--- src/rtl/dvf_rst_seq_pkg.sv ---
// Shared types and constants for the dvf_rst_seq reset sequencer.
package dvf_rst_seq_pkg;

  typedef enum logic [1:0] {
    ASSERT,
    STRETCH,
    RELEASE,
    DONE
  } rst_seq_state_e;

  localparam int SW_CNT_W = 8;

  function automatic int max2(input int a, input int b);
    return (a > b) ? a : b;
  endfunction

endpackage

--- src/rtl/dvf_rst_sync2.sv ---
// Two-flop reset synchronizer: asserts asynchronously, deasserts on the second clk edge.
module dvf_rst_sync2 (
  input  logic clk,
  input  logic rst_n,
  output logic rst_n_sync
);

  logic meta;

  always_ff @(posedge clk or negedge rst_n) begin
    if (!rst_n) begin
      meta       <= 1'b0;
      rst_n_sync <= 1'b0;
    end else begin
      meta       <= 1'b1;
      rst_n_sync <= meta;
    end
  end

endmodule

--- src/rtl/dvf_rst_seq.sv ---
// Reset sequencer: stretched, staggered release of NUM_OUT resets plus software restart.
// Optional clock enable with lead time when DVF_RST_SEQ_CLK_GATE_EN is defined.
module dvf_rst_seq
  import dvf_rst_seq_pkg::*;
#(
  parameter int NUM_OUT      = 3,
  parameter int STRETCH_CLKS = 16,
  parameter int STAGGER_CLKS = 4,
  parameter int CLK_LEAD     = 4
) (
  input  logic                clk,
  input  logic                rst_n,
  input  logic                sw_rst_req,
  output logic [NUM_OUT-1:0]  rst_n_out,
  output logic                rst_done,
  output logic                busy,
  output logic [SW_CNT_W-1:0] sw_rst_cnt
`ifdef DVF_RST_SEQ_CLK_GATE_EN
  ,
  output logic                clk_en
`endif
);

  localparam int CNT_W = $clog2(max2(STRETCH_CLKS, STAGGER_CLKS) + 1);

  if (NUM_OUT < 1 || NUM_OUT > 16) begin : g_bad_num_out
    $error("dvf_rst_seq: NUM_OUT must be in 1..16");
  end
  if (STRETCH_CLKS < 1) begin : g_bad_stretch
    $error("dvf_rst_seq: STRETCH_CLKS must be >= 1");
  end
  if (STAGGER_CLKS < 1) begin : g_bad_stagger
    $error("dvf_rst_seq: STAGGER_CLKS must be >= 1");
  end
  if (CLK_LEAD < 0) begin : g_bad_lead_neg
    $error("dvf_rst_seq: CLK_LEAD must be >= 0");
  end
`ifdef DVF_RST_SEQ_CLK_GATE_EN
  if (CLK_LEAD >= STRETCH_CLKS) begin : g_bad_lead
    $error("dvf_rst_seq: CLK_LEAD must be < STRETCH_CLKS");
  end
`endif

  rst_seq_state_e state_q, state_d;
  logic [CNT_W-1:0]    cnt_q, cnt_d;
  logic                rst_n_sync;
  logic                stretching, stretch_end, stagger_end, sw_go;
  logic [NUM_OUT-1:0]  release_next;
  logic [NUM_OUT-1:0]  rst_n_out_d;
  logic                rst_done_d;
  logic [SW_CNT_W-1:0] sw_rst_cnt_d;
`ifdef DVF_RST_SEQ_CLK_GATE_EN
  logic                clk_en_d;
`endif

  dvf_rst_sync2 u_sync (
    .clk        (clk),
    .rst_n      (rst_n),
    .rst_n_sync (rst_n_sync)
  );

  // The edge that raises rst_n_sync is the STRETCH entry edge; ASSERT with the
  // synchronizer already high is therefore counted as the first STRETCH cycle.
  assign stretching   = (state_q == STRETCH) || ((state_q == ASSERT) && rst_n_sync);
  assign stretch_end  = stretching && (cnt_q == CNT_W'(STRETCH_CLKS - 1));
  assign stagger_end  = (state_q == RELEASE) && (cnt_q == CNT_W'(STAGGER_CLKS - 1));
  assign sw_go        = (state_q == DONE) && sw_rst_req;
  assign release_next = (rst_n_out << 1) | NUM_OUT'(1);
  assign busy         = ~rst_done;

  always_ff @(posedge clk or negedge rst_n) begin
    if (!rst_n) begin
      state_q <= ASSERT;
      cnt_q   <= '0;
    end else begin
      state_q <= state_d;
      cnt_q   <= cnt_d;
    end
  end

  always_comb begin
    state_d = state_q;
    cnt_d   = cnt_q;
    if (stretching) begin
      if (stretch_end) begin
        state_d = (NUM_OUT == 1) ? DONE : RELEASE;
        cnt_d   = '0;
      end else begin
        state_d = STRETCH;
        cnt_d   = cnt_q + 1'b1;
      end
    end else if (state_q == RELEASE) begin
      if (stagger_end) begin
        cnt_d = '0;
        if (&release_next) state_d = DONE;
      end else begin
        cnt_d = cnt_q + 1'b1;
      end
    end else if (sw_go) begin
      state_d = STRETCH;
      cnt_d   = '0;
    end
  end

  always_comb begin
    rst_n_out_d  = rst_n_out;
    rst_done_d   = rst_done;
    sw_rst_cnt_d = sw_rst_cnt;
`ifdef DVF_RST_SEQ_CLK_GATE_EN
    clk_en_d     = clk_en;
`endif
    if (stretch_end) begin
      rst_n_out_d = NUM_OUT'(1);
      rst_done_d  = (NUM_OUT == 1);
    end else if (stagger_end) begin
      rst_n_out_d = release_next;
      rst_done_d  = &release_next;
    end else if (sw_go) begin
      rst_n_out_d  = '0;
      rst_done_d   = 1'b0;
      sw_rst_cnt_d = (sw_rst_cnt == '1) ? sw_rst_cnt : sw_rst_cnt + 1'b1;
`ifdef DVF_RST_SEQ_CLK_GATE_EN
      clk_en_d     = 1'b0;
`endif
    end
`ifdef DVF_RST_SEQ_CLK_GATE_EN
    if (stretching && (cnt_q == CNT_W'(STRETCH_CLKS - CLK_LEAD - 1))) clk_en_d = 1'b1;
`endif
  end

  always_ff @(posedge clk or negedge rst_n) begin
    if (!rst_n) begin
      rst_n_out  <= '0;
      rst_done   <= 1'b0;
      sw_rst_cnt <= '0;
`ifdef DVF_RST_SEQ_CLK_GATE_EN
      clk_en     <= 1'b0;
`endif
    end else begin
      rst_n_out  <= rst_n_out_d;
      rst_done   <= rst_done_d;
      sw_rst_cnt <= sw_rst_cnt_d;
`ifdef DVF_RST_SEQ_CLK_GATE_EN
      clk_en     <= clk_en_d;
`endif
    end
  end

endmodule

--- config.mk ---
export PLATFORM = sky130hd
export DESIGN_NAME = dvf_rst_seq
export DESIGN_NICKNAME = d
export VERILOG_FILES = /design/src/rtl/dvf_rst_seq_pkg.sv /design/src/rtl/dvf_rst_sync2.sv /design/src/rtl/dvf_rst_seq.sv
export SDC_FILE = /design/constraint.sdc
export NUM_CORES = 1
export LEC_CHECK = 0
export ABC_AREA = 0
export CAP_MARGIN = 5
export CORE_UTILIZATION = 51
export CTS_BUF_LIST = sky130_fd_sc_hd__clkbuf_8 sky130_fd_sc_hd__clkbuf_16
export DETAILED_ROUTE_END_ITERATION = 10
export HOLD_SLACK_MARGIN = 0.15
export PLACE_DENSITY = 0.75
export SYNTH_ARGS = -nofsm -noshare
export SYNTH_HDL_FRONTEND = slang
export SYNTH_SLANG_ARGS = --single-unit
--- constraint.sdc ---
create_clock -name clk -period 2.3 [get_ports clk]
set_input_delay 0.23 -clock clk [delete_from_list [all_inputs] [get_ports clk]]
set_output_delay 0.23 -clock clk [all_outputs]
set_load 0.1 [all_outputs]
==> run_results.csv <==
group,metric,value,unit
outcome,outcome,"finished clean",
synth,synth-edff-count,0,
synth,synth_nets,102,
synth,synth_cells,96,
clock_network,cts_root_buf,"clkbuf_8",
worst_setup_path,worst_setup_path_end_kind,"flop",
global_routing,grt_start_max_net_pins,22,
place,routabilityCongestion,0.817,
power_and_ir_drop,p_leak,0.567,nW
synth,yosys-top-cells-area,"dfrtp_1 51%, ha_1 3.6%, mux2_2 3.3%",
synth,yosys_warnings,0,
route,num_vias,811,
job,drv.max_cap_violation_count,0,
clock_network,cts_resized,0,
timing,post-route-period-util,0.773,
cells_and_area,register_area,526,um^2
cells_and_area,fill_cells,153,
clock_network,cts_made_buffers,3,
clock_network,cts_setup_buffers,0,
synth,synthDistinctLibCells,37,
worst_setup_path,slowest_delay,0.41,ns
global_routing,track_usage,0.205,
timing,setup_viol,0,
die,initial_core_util,0.569,
route,firstDrtPassIters,4,
synth,synth_ff_type,"dfrtp_1",
clock_network,clk_pin_slew,0.07,ns
clock_network,htreeDepth,1,
synth,synth_top_cells_by_count,"21 x dfrtp_1, 6 x inv_1, 6 x o21ai_0, 5 x a21oi_1, 5 x nand3_1",
timing,max_freq,563,MHz
clock_network,hold_buffers,0,
place,place_inst,135,
synth,async_reset_ff_frac,1.00,
synth,synth.cell_area,1040,um^2
worst_setup_path,path_cells,"ha_1, and3_2, ha_1, o21ai_0, o221a_1, a22o_1",
die,die_area,2220,um^2
clock_network,cts.path.max_buffers,2,
die,io_pins,16,
timing,finalMaxSlewViolations,0,
worst_setup_path,critPathLaunchType,"flop",
global_routing,antenna_found_initial,0,
worst_setup_path,critPathTopFamily,"compound AO/OA/AOI/OAI gates",
cells_and_area,layout-drive-gt1-share,0.193,
die,core,1820,um^2
synth,ys_seq_area_frac,0.507,
power_and_ir_drop,ir_drop,0.00108,V
die,die_y,47.1,um
global_routing,grt_overflow_total,0,
timing,final_hold_viol_count,0,
route,totalWireLength,1950,um
cells_and_area,area_growth_syn_to_layout,18.5,%
timing,period_needed,1.78,ns
power_and_ir_drop,power_density,1340,nW/um^2
die,rows,15,
global_routing,grt_pass1_vias,723,
synth,synth_area_per_cell,10.8,um^2
worst_setup_path,crit_path_frequent_cell,"ha_1",
synth,ys_ff_latch,21,
route,ant_nets,0,
cells_and_area,final_util,0.674,
worst_setup_path,critPathMaxFanout,4,
worst_setup_path,cp.required,2.50,ns
synth,synth_top_area_frac,0.507,
worst_setup_path,critical_path_buf_inv_count,0,
cells_and_area,layout.cells.non_filler,139,
route,drc,0,
synth,synth.most_common_cell,"dfrtp_1",
route,via_per_inst,5.83,
worst_setup_path,crit_type,"flop to flop",
timing,slew_headroom,0.633,
global_routing,grt_pass1_wl,3160,um
place,io_buffers,15,
route,wl_per_cell,14.0,um
place,dpl.hpwl,1440,um
timing,finClkSkew,0.00390,ns
worst_setup_path,arrival,1.98,ns
cells_and_area,multi_input_area,478,um^2
clock_network,clock_latency,0.26,ns
clock_network,cts_tree,"done",
timing,rsz0062_at_grt,"no",
timing,worst_pin_slew,0.546,ns
clock_network,cts.sinks,21,
die,fp.dieW,47.1,um
hold_path,hp-class,"input pin to asynchronous set/reset pin",
synth,yosys.area.top_type,"dfrtp_1",
cells_and_area,fin_nets,121,
cells_and_area,n_antenna_cell,0,
route,drtIter0Drc,23,
timing,finalSetupTns,0,ns
worst_setup_path,slowest_stage,"dfrtp_1",
report_power, final:
group	leakage (nW)	switching [W]	internal, W
clock	0.0269	0.000115	0.000119
combinational	0.269	0.000579	0.000223
sequential	0.271	0.000139	0.000471
total	0.567	0.000832	0.000814
metal layers:
layer,GRT usage,part of all wire,vias up
met5,0,0,-
met4,0.0686,0.0072,0
met3,0.0462,0.029,2
met2,0.306,0.45,16
met1,0.297,0.51,391
li1,-,-,402
logic make-up after synthesis:
group	after synthesis	share of synthesized area
AOI/OAI and AO/OA	26	0.171
xor gates and xnor gates	3	0.0254
adders and majority gates	3	0.0362
buffers and inverters	8	0.0314
DFF	21	0.507
muxes	5	0.0519
other	1	0.00362
and+or+nand+nor	29	0.173
metrics by stage:
| step | setup WS, ns | hold WS [ns] | cell area (um^2) | total power (W) |
|---|---|---|---|---|
| 2_1_floorplan | 0.120 | -0.0656 | 1040 | 0.00123 |
| 3_3_place_gp | 0.571 | 0.337 | 1180 | 0.00139 |
| 3_5_place_dp | 0.549 | 0.351 | 1180 | 0.00142 |
| 4_1_cts | 0.538 | 0.308 | 1230 | 0.00165 |
| 5_1_grt | 0.417 | 0.355 | 1230 | 0.00174 |
| 6_report | 0.523 | 0.302 | 1230 | 0.00165 |
final timing paths:
check | start | to | slack (ns) | cells past startpoint
setup reg to reg | cnt_q[0]$_DFFE_PN0P_ | rst_n_out[2]$_DFFE_PN0P_ | 0.52 | 6
setup / recovery | cnt_q[0]$_DFFE_PN0P_ | rst_n_out[2]$_DFFE_PN0P_ | 0.52 | 6
min in group clk | u_sync.meta$_DFF_PN0_ | u_sync.rst_n_sync$_DFF_PN0_ | 0.37 | 0
max in group asynchronous | rst_n | cnt_q[4]$_DFFE_PN0P_ | 1.79 | 2
hold reg to reg | u_sync.meta$_DFF_PN0_ | u_sync.rst_n_sync$_DFF_PN0_ | 0.37 | 0
hold / removal | rst_n | rst_n_out[1]$_DFFE_PN0P_ | 0.30 | 2
registers in the layout, indices dropped and copies added (netlist names):
signal / count
rst_n_out: 3
u_sync.meta: 1
sw_rst_cnt: 8
rst_done: 1
u_sync.rst_n_sync: 1
state_q: 2
cnt_q: 5
cell type report:
cell class	count	area share
clock inverter	1	0.00306
tap	25	0.0255
clock buffer	3	0.0336
sequential	21	0.428
timing repair buffer	16	0.102
multi-input combinational	67	0.389
inverter	6	0.0183
cells in the final DEF (no fill, tap or decap), types with 2 or more instances in the layout:
master / instances
a31oi_1: 2
nand2_1: 2
buf_4: 14
a22o_1: 2
nand3_1: 5
nand4_1: 3
mux2i_1: 2
inv_1: 7
clkbuf_8: 3
o21ai_0: 6
ha_1: 3
dfrtp_1: 21
nor2_1: 3
nor3_1: 2
xor2_1: 2
o31ai_1: 2
clkdlybuf4s50_1: 2
mux2_2: 3
and3_1: 3
a21oi_1: 5
nand2b_1: 2
or4_1: 2
a211oi_1: 2
(Power assumes the default switching activity.)
